$ cat src/rtl/commit_store_queue_pkg.sv
// Shared types and defaults for the commit-stage store queue.
// Entries carry everything the D$ write port needs.
package commit_store_queue_pkg;

   localparam int unsigned PLEN                 = 56;
   localparam int unsigned XLEN                 = 64;
   localparam int unsigned DEFAULT_DEPTH_SPEC   = 4;
   localparam int unsigned DEFAULT_DEPTH_COMMIT = 8;

   typedef struct packed {
      logic [PLEN-1:0]   paddr;
      logic [XLEN-1:0]   data;
      logic [XLEN/8-1:0] be;
      logic [1:0]        size;
   } store_entry_t;

   typedef enum logic {
      DRAIN_IDLE = 1'b0,
      DRAIN_REQ  = 1'b1
   } drain_state_e;

   // Loads hazard against a store when they share the same 8-byte word in the page.
   function automatic logic offset_hit(store_entry_t e, logic [11:0] page_offset);
      return e.paddr[11:3] == page_offset[11:3];
   endfunction

endpackage

$ cat src/rtl/commit_store_queue_sb_queue.sv
// Circular store buffer with push/pop/clear, exposing every slot and its
// liveness so the owner can run an address compare across the whole buffer.
module sb_queue #(
   parameter int unsigned DEPTH   = 4,
   parameter type         entry_t = logic [7:0]
) (
   input  logic                     clk_i,
   input  logic                     rst_ni,
   input  logic                     push_i,
   input  logic                     pop_i,
   input  logic                     clear_i,
   input  entry_t                   data_i,
   output entry_t                   head_o,
   output logic [$clog2(DEPTH):0]   cnt_o,
   output logic                     empty_o,
   output entry_t                   entries_o [DEPTH],
   output logic [DEPTH-1:0]         valid_o
);

   localparam int unsigned PW = $clog2(DEPTH);

   entry_t        mem_q [DEPTH];
   logic [PW-1:0] head_q, head_d, tail_q, tail_d;
   logic [PW:0]   cnt_q, cnt_d;
   logic          full, do_push, do_pop;

   assign full    = cnt_q == (PW+1)'(DEPTH);
   assign empty_o = cnt_q == '0;
   assign do_push = push_i && !full && !clear_i;
   assign do_pop  = pop_i && !empty_o;

   // A clear that coincides with a pop keeps the pop, then collapses the tail onto the new head.
   always_comb begin
      head_d = head_q;
      tail_d = tail_q;
      cnt_d  = cnt_q;
      if (do_pop)  head_d = head_q + 1'b1;
      if (do_push) tail_d = tail_q + 1'b1;
      if (do_push && !do_pop)      cnt_d = cnt_q + 1'b1;
      else if (!do_push && do_pop) cnt_d = cnt_q - 1'b1;
      if (clear_i) begin
         tail_d = head_d;
         cnt_d  = '0;
      end
   end

   always_ff @(posedge clk_i or negedge rst_ni) begin
      if (!rst_ni) begin
         head_q <= '0;
         tail_q <= '0;
         cnt_q  <= '0;
         for (int i = 0; i < DEPTH; i++) mem_q[i] <= '0;
      end else begin
         head_q <= head_d;
         tail_q <= tail_d;
         cnt_q  <= cnt_d;
         if (do_push) mem_q[tail_q] <= data_i;
      end
   end

   // A slot is live when its distance from head is below the count, so cleared slots never match.
   always_comb begin
      for (int i = 0; i < DEPTH; i++) begin
         valid_o[i] = {1'b0, PW'(i) - head_q} < cnt_q;
      end
   end

   assign head_o    = mem_q[head_q];
   assign cnt_o     = cnt_q;
   assign entries_o = mem_q;

endmodule

$ cat src/rtl/commit_store_queue.sv
// Speculative + committed store queues with a req/gnt drain to the D$.
// valid/ready: a transfer happens in any cycle where both are 1 at the clock edge.
module commit_store_queue
   import commit_store_queue_pkg::*;
#(
   parameter int unsigned DEPTH_SPEC   = DEFAULT_DEPTH_SPEC,
   parameter int unsigned DEPTH_COMMIT = DEFAULT_DEPTH_COMMIT
) (
   input  logic              clk_i,
   input  logic              rst_ni,
   input  logic              flush_i,
   input  logic              valid_i,
   input  logic [PLEN-1:0]   paddr_i,
   input  logic [XLEN-1:0]   data_i,
   input  logic [XLEN/8-1:0] be_i,
   input  logic [1:0]        size_i,
   output logic              ready_o,
   input  logic              commit_i,
   output logic              commit_ready_o,
   output logic              no_st_pending_o,
   input  logic [11:0]       page_offset_i,
   output logic              page_offset_match_o,
   output logic              req_o,
   output logic [PLEN-1:0]   addr_o,
   output logic [XLEN-1:0]   wdata_o,
   output logic [XLEN/8-1:0] be_o,
   output logic [1:0]        size_o,
   input  logic              gnt_i
);

   localparam int unsigned SW = $clog2(DEPTH_SPEC);
   localparam int unsigned CW = $clog2(DEPTH_COMMIT);

   store_entry_t          alloc_entry, spec_head, com_head;
   store_entry_t          spec_entries [DEPTH_SPEC];
   store_entry_t          com_entries  [DEPTH_COMMIT];
   logic [DEPTH_SPEC-1:0]   spec_valid;
   logic [DEPTH_COMMIT-1:0] com_valid;
   logic [SW:0]           spec_cnt;
   logic [CW:0]           com_cnt, com_cnt_next;
   logic                  spec_empty, com_empty;
   logic                  spec_push, commit_ok, drain_pop;
   drain_state_e          state_q;

   assign alloc_entry    = '{paddr: paddr_i, data: data_i, be: be_i, size: size_i};
   assign ready_o        = spec_cnt < (SW+1)'(DEPTH_SPEC);
   assign commit_ready_o = com_cnt < (CW+1)'(DEPTH_COMMIT);
   assign spec_push      = valid_i && ready_o && !flush_i;
   assign commit_ok      = commit_i && !spec_empty && commit_ready_o;
   assign drain_pop      = (state_q == DRAIN_REQ) && gnt_i;

   sb_queue #(.DEPTH(DEPTH_SPEC), .entry_t(store_entry_t)) i_spec_q (
      .clk_i(clk_i), .rst_ni(rst_ni), .push_i(spec_push), .pop_i(commit_ok), .clear_i(flush_i),
      .data_i(alloc_entry), .head_o(spec_head), .cnt_o(spec_cnt), .empty_o(spec_empty),
      .entries_o(spec_entries), .valid_o(spec_valid)
   );

   sb_queue #(.DEPTH(DEPTH_COMMIT), .entry_t(store_entry_t)) i_com_q (
      .clk_i(clk_i), .rst_ni(rst_ni), .push_i(commit_ok), .pop_i(drain_pop), .clear_i(1'b0),
      .data_i(spec_head), .head_o(com_head), .cnt_o(com_cnt), .empty_o(com_empty),
      .entries_o(com_entries), .valid_o(com_valid)
   );

   always_comb begin
      com_cnt_next = com_cnt;
      if (commit_ok && !drain_pop)      com_cnt_next = com_cnt + 1'b1;
      else if (!commit_ok && drain_pop) com_cnt_next = com_cnt - 1'b1;
   end

   // Deciding on the next count lets req rise the cycle after a commit and keeps grants back-to-back.
   always_ff @(posedge clk_i or negedge rst_ni) begin
      if (!rst_ni) begin
         state_q <= DRAIN_IDLE;
      end else begin
         case (state_q)
            DRAIN_IDLE: if (com_cnt_next != '0) state_q <= DRAIN_REQ;
            DRAIN_REQ:  if (gnt_i && com_cnt_next == '0) state_q <= DRAIN_IDLE;
            default:    state_q <= DRAIN_IDLE;
         endcase
      end
   end

   assign req_o           = state_q == DRAIN_REQ;
   assign addr_o          = req_o ? com_head.paddr : '0;
   assign wdata_o         = req_o ? com_head.data  : '0;
   assign be_o            = req_o ? com_head.be    : '0;
   assign size_o          = req_o ? com_head.size  : '0;
   assign no_st_pending_o = com_empty && (state_q == DRAIN_IDLE);

   always_comb begin
      page_offset_match_o = 1'b0;
      for (int i = 0; i < DEPTH_SPEC; i++) begin
         if (spec_valid[i] && offset_hit(spec_entries[i], page_offset_i)) page_offset_match_o = 1'b1;
      end
      for (int i = 0; i < DEPTH_COMMIT; i++) begin
         if (com_valid[i] && offset_hit(com_entries[i], page_offset_i)) page_offset_match_o = 1'b1;
      end
   end

`ifndef SYNTHESIS
   commit_protocol_a: assert property (@(posedge clk_i) disable iff (!rst_ni)
      commit_i |-> (!spec_empty && commit_ready_o))
      else $error("commit_i with empty speculative queue or full committed queue");
`endif

endmodule
$ cat config.mk
export PLATFORM = sky130hd
export DESIGN_NAME = commit_store_queue
export DESIGN_NICKNAME = d
export VERILOG_FILES = /design/src/rtl/commit_store_queue_pkg.sv /design/src/rtl/commit_store_queue_sb_queue.sv /design/src/rtl/commit_store_queue.sv
export SDC_FILE = /design/constraint.sdc
export NUM_CORES = 2
export LEC_CHECK = 0
export ABC_AREA = 1
export BUFFER_PORTS_ARGS = -buffer_cell sky130_fd_sc_hd__buf_4
export CAP_MARGIN = 20
export CORE_MARGIN = 5
export CORE_UTILIZATION = 25
export CTS_BUF_LIST = sky130_fd_sc_hd__clkbuf_8
export DETAILED_ROUTE_END_ITERATION = 10
export GPL_TIMING_DRIVEN = 0
export PLACE_DENSITY = 0.46
export SYNTH_ARGS = -nofsm -noshare
export SYNTH_HDL_FRONTEND = slang
export SYNTH_HIERARCHICAL = 1
export SYNTH_SLANG_ARGS = --single-unit
export TNS_END_PERCENT = 10
$ cat constraint.sdc
create_clock -name clk_i -period 3.74 [get_ports clk_i]
set_input_delay 0.374 -clock clk_i [delete_from_list [all_inputs] [get_ports clk_i]]
set_output_delay 0.374 -clock clk_i [all_outputs]
set_load 0.02 [all_outputs]
[Yosys cells after proc, flatten, opt, wreduce, memory -nomap -nowiden]
Index checks and enable logic that the tools add are counted.
Storage, ports and cells
  output and inout bits: 135
  memories: 0
  register bits: 1578
  word-level logic and storage cells: 205
  bits in writable memories: 0
  bits in read-only memories: 0
  bits in latches: 0
Cells by class
  reductions and logical operators: 50
  $add $sub $neg: 20
  $lt $le $gt $ge: 20
  divide/modulo/power cells: 0
  multiply operators: 0
  mux-type cells: 41
  bitwise gates (word level): 5
  equal/unequal tests: 14
  shift operators: 0
Operators by type and width (number)
  bitwise mux 1040 bit: 1
  two-way mux 130 bit: 6
  bitwise mux 520 bit: 1
  binary-select mux 130 bit (select 3 bit): 1
  demux 130 bit (select 3 bit): 1
  binary-select mux 130 bit (select 2 bit): 1
  demux 130 bit (select 2 bit): 1
  == test 9 bit: 12
  two-way mux 64 bit: 1
  two-way mux 56 bit: 1
  logical AND 1 bit: 32
  less-than comparator 3 x 4 -> 1 bit: 8
  two-way mux 4 bit: 4
  two-way mux 1 bit: 14
  less-than comparator 2 x 3 -> 1 bit: 4
  subtractor 3 bit (first input constant): 4
  logical NOT 1 bit: 11
  adder 3 x 1 -> 3 bit (second input constant): 3
  two-way mux 3 bit: 3
  >= comparator 4 bit (second input constant): 2
  logical NOT 4 bit: 2
  two-way mux 2 bit: 4
  two-way mux 8 bit: 1
  NOT 3 -> 4 bit: 2
  22 further kinds: 30

[Depth between registers and ports, before layout]
  depth after elaboration: 15
  mapped depth: 20
  gate-level depth less buffers: 19

[By module]
Netlist, hierarchy kept.
Modules (own cells, without submodules)
  sb_queue at i_com_q: times used 1, area an instance 47421.7 sq um, cells an instance 5093
  sb_queue at i_spec_q: times used 1, area an instance 22265.1 sq um, cells an instance 2372
  commit_store_queue: times used 1, area an instance 3121.7 sq um, cells an instance 708

[Least setup slack after synthesis]
No wires, ideal clock.
  path kind: register to output
  from: register i_com_q.head_q[0]
  to: output page_offset_match_o
  path buffers: 4
  arrival time: 2.736 ns
  cell stages (with the launch flop): 20
  data required time: 3.366 ns
  setup slack: 0.630 ns
  cells stage by stage: dfrtp_1 > buf_2 > inv_2 > buf_4 > buf_2 > clkbuf_1 > ha_1 > ha_1 > inv_1 > o21bai_1 > a21oi_1 > or2_2 > inv_1 > nor2_1 > nand2_1 > nor2_1 > nand3_1 > nand2_1 > nor2_1 > nand3_2
Between the ends
  word-level cells in the longest chain between the ends: 11
  elaborated cells between the ends (all ways): 32
  classes of those cells: add/sub: 8; order compare: 8; mux: 8; reduce/logical: 8
Ends and longest elaborated chain
  start, declared: line commit_store_queue_sb_queue.sv:23  | logic [PW-1:0] head_q, head_d, tail_q, tail_d;
  start signal, assigned: line commit_store_queue_sb_queue.sv:49  | head_q <= '0;
  start signal, assigned: line commit_store_queue_sb_queue.sv:54  | head_q <= head_d;
  subtractor 1 x 3 -> 3 bit: line commit_store_queue_sb_queue.sv:64  | valid_o[i] = {1'b0, PW'(i) - head_q} < cnt_q;
  less-than comparator 3 x 4 -> 1 bit: line commit_store_queue_sb_queue.sv:64
  via com_valid[0]: line commit_store_queue.sv:38  | logic [DEPTH_COMMIT-1:0] com_valid;
  logical AND 1 bit: line commit_store_queue.sv:96  | if (com_valid[i] && offset_hit(com_entries[i], page_offset_i)) page_offset_match_o = 1'b1;
  two-way mux 1 bit (8 in a row): line commit_store_queue.sv:96
  end, declared: line commit_store_queue.sv:22  | output logic page_offset_match_o,
The timed path passes the listed nets, and every way through them passes these cells.

[Worst setup path after layout]
  from: register i_com_q.head_q[0]
  to: output page_offset_match_o
Between the ends
  elaborated cells between the ends (all ways): 32
  classes of those cells: add/sub: 8; order compare: 8; mux: 8; reduce/logical: 8
RTL lines (line)
  subtractor 3 bit: commit_store_queue_sb_queue.sv:64
  less-than comparator 3 x 4 -> 1 bit: commit_store_queue_sb_queue.sv:64
  via com_valid[6]: commit_store_queue.sv:38
  logical AND 1 bit: commit_store_queue.sv:96
  two-way mux 1 bit (2 in a row): commit_store_queue.sv:96
The timed path passes the listed nets, and every way through them passes these cells.

==> flow_metrics.tcl <==
set metrics [dict create \
    gp_congestion 0.9031 \
    synth.avg_cell_area_um2 8.908 \
    die_w_um 549.7 \
    max_stage_delay_ns 0.43 \
    ir_drop_mv 0.5422 \
    path_cells "buf_6 -> inv_8 -> buf_12 -> buf_12 -> ha_4 -> inv_4 -> ha_4 -> inv_2 -> o21bai_4 -> a21oi_2 -> or2_4 -> nand2_2 -> nor2_2 -> nand2_1 -> nor2_2 -> nand2_1 -> nand2_1 -> nor2_2 -> nand3_2 -> buf_6" \
    final_nets 9074 \
    grt_use_total 0.1857 \
    clock_sinks 1578 \
    rows 198 \
    yosys_register_bits 1578 \
    whs_ns 0.08282 \
    grt-ovfl-total 0 \
    clock_skew_ns 0.05000 \
    violations "setup timing" \
    slowest_stage "dfrtp_2" \
    area_growth_pct 21.29 \
    netSwitchingPower_mw 36.60 \
    wirelength_um 287700 \
    start_util 0.2505 \
    fill_cells 30820 \
    p_comb_frac 0.462 \
    max_slew.worst_pin.slew_ns 1.191 \
    synth_seq_area_share 0.5424 \
    p_per_area_nw_per_um2 904.9 \
    p_leak_nw 40.95 \
    worstPathArrival_ns 3.63 \
    critPathKind "reg2out" \
    cts_made_buffers 281 \
    synthDistinctLibCells 46 \
    cts_root_buf "clkbuf_8" \
    synth_top_cell_area_share 0.5424 \
    drc_errors 0 \
    grt_max_degree 170 \
    cts_tree "built" \
    fin_crit_ns 4.007 \
    setup_viol 4 \
    crit_buf_inv 7 \
    slew-limit-headroom 0.2059 \
    yosysTopAreaCell "dfrtp_1" \
    cpLargestDelayFamily "simple AND/OR/NAND/NOR gates" \
    hold_class "in2async" \
    status "finished with violations" \
    hpwl_um 211300 \
    vias_per_cell 4.757 \
    final_common_cell "nand2_1" \
    grt_pass1_vias 61580 \
    core-area_um2 290600 \
    port_buffers 274 \
    synth_area_leaders "dfrtp_1, nand2_1, o21ai_0, o21ai_1, buf_6" \
    critPathRequiredTime_ns 3.37 \
    slew_violations 0 \
    rsz0062_at_grt "true" \
    p_seq_frac 0.339 \
    drt-pass1-iter-count 5 \
    synth_edf_count 0 \
    final_layout_size_suffix_gt1_frac 0.1681 \
    yosys_most_used_dff "dfrtp_1" \
    ios 283 \
    start_kind "flop" \
    die_y_um 549.7 \
    clock.fmax_ghz 0.2495 \
    synth_warnings 6 \
    dr_total_vias 61810 \
    hold_violations 0 \
    ys_async_sr_fraction 1.000 \
    die_area_um2 302100 \
    final_util 0.3039 \
    max-cap-violations 0 \
    insertion_delay_ns 0.94 \
    ant_nets 0 \
    clkPwrFrac 0.199 \
    timing.final.crit_share 1.071 \
    ctsHtreeMaxLevel 5 \
    drt_iter0_drc 4837 \
    antenna_found_initial 12 \
    path_max_fanout 3 \
    synth_area_um2 72810 \
    final_cell_mix "nand2_1, dfrtp_1, o21ai_0" \
    path_clk_slew_ns 0.06 \
    wl_per_cell_um 22.14 \
    synthCells 8173 \
    endpoint_kind "output pin" \
    clock_path_buffers 4 \
    setup_ws_ns -0.2672 \
    p_sw_frac 0.4580 \
    grt_first_pass_wirelength_um 423600 \
    p_int_mw 43.32 \
]
==> final timing paths <==
path,endpoint,slack [ns],cells past startpoint,from
min in group clk_i,i_spec_q/cnt_o[2],0.11,8,valid_i
max in group asynchronous,i_com_q/entries_o[956],1.03,5,rst_ni
worst min register to register,i_com_q/entries_o[110],0.47,2,i_com_q/entries_o[110]
worst min-delay path,i_spec_q/entries_o[356],0.08,2,rst_ni
worst max-delay path,page_offset_match_o,-0.27,20,i_com_q/head_q[0]
worst max register to register,i_com_q/entries_o[903],0.28,7,i_spec_q/head_q[0]
==> routing by layer <==
layer	global-route usage	vias up	routed length, um
met4	0.06540	6	11010
met1	0.2630	30770	133200
met2	0.2861	1863	126500
met3	0.03092	452	17000
met5	0	-	31
li1	-	28720	-
==> flip-flops by register name, summed over array words and instances, names as in the netlist <==
register            flops
i_spec_q/cnt_o          3
i_com_q/tail_q          3
i_com_q/cnt_o           4
req_o                   1
i_spec_q/head_q         2
i_com_q/head_q          3
i_com_q/entries_o    1040
i_spec_q/tail_q         2
i_spec_q/entries_o    520
==> synthesized netlist by cell type (17+ instances only) <==
cell       count
dfrtp_1     1578
buf_6        227
a22oi_1      222
o21ai_0     1422
xnor2_1       35
buf_2        166
a21oi_1       17
clkbuf_1     191
o21ai_1      531
ha_1          27
o21a_1       259
inv_1        488
o21ai_2      146
nand2_1     2105
nand3_1       59
nor2_1       462
o2111ai_1    129
==> layout make-up <==
cell class                      count  area [um2]  area share
Antenna cell                        3       7.507  0.00008501
Buffer                            596        4613     0.05224
Clock buffer                      351        4831     0.05471
Clock inverter                    126       605.6    0.006858
Inverter                          501        1923     0.02178
Multi-Input combinational cell   5501       28050      0.3176
Sequential cell                  1578       39490      0.4472
Tap cell                         3900        4880     0.05526
Timing Repair Buffer              438        3909     0.04426
==> timing repair <==
| item | CTS | global route |
|---|---|---|
| setup endpoints to repair | 131 | 115 |
| endpoints found under the hold margin | 698 | 0 |
| buffers inserted | 13 | 5 |
| pin swaps | 46 | 37 |
| hold buffers | 133 | 0 |
| gates resized for setup | 325 | 231 |
| cloned | 0 | 0 |
==> cell families (layout without fill, tap and decap cells) <==
family | Yosys count | count (layout) | share of synthesized area
AO/OA/AOI/OAI | 2742 | 2742 | 0.2198
AND/OR/NAND/NOR | 2677 | 2677 | 0.1431
flip-flops | 1578 | 1578 | 0.5424
buffers and inverters | 1099 | 2012 | 0.08388
XOR/XNOR | 47 | 47 | 0.005654
adder cells (fa/ha/maj) | 29 | 29 | 0.005190
other | 1 | 9 | 0.00005150
==> stage by stage <==
step	setup TNS [ns]	cells	total power, mW	cell area [um2]	setup slack (ns)
detailed placement	-4.257	12370	62.17	80120	-0.8756
global placement	-	12350	61.56	79760	-17.83
floorplan	0	8178	45.83	72830	0.6297
CTS	-6.067	12990	79.92	87870	-0.4778
global route	-1.920	12990	85.29	88300	-0.4423
finish	-0.3932	12990	79.91	88310	-0.2672
==> power groups by stage <==
| stage | Clock, mW | Sequential [mW] | Combinational (mW) |
|---|---|---|---|
| 5_1_grt | 17.2 | 27.8 | 40.3 |
| 6_report | 15.9 | 27.1 | 36.9 |
| 4_1_cts | 16.5 | 27.0 | 36.5 |
| 2_1_floorplan | 0 | 26.2 | 19.7 |
| 3_5_place_dp | 0 | 27.2 | 35.0 |
| 3_3_place_gp | 0 | 27.0 | 34.5 |
(Power assumes the default switching activity.)
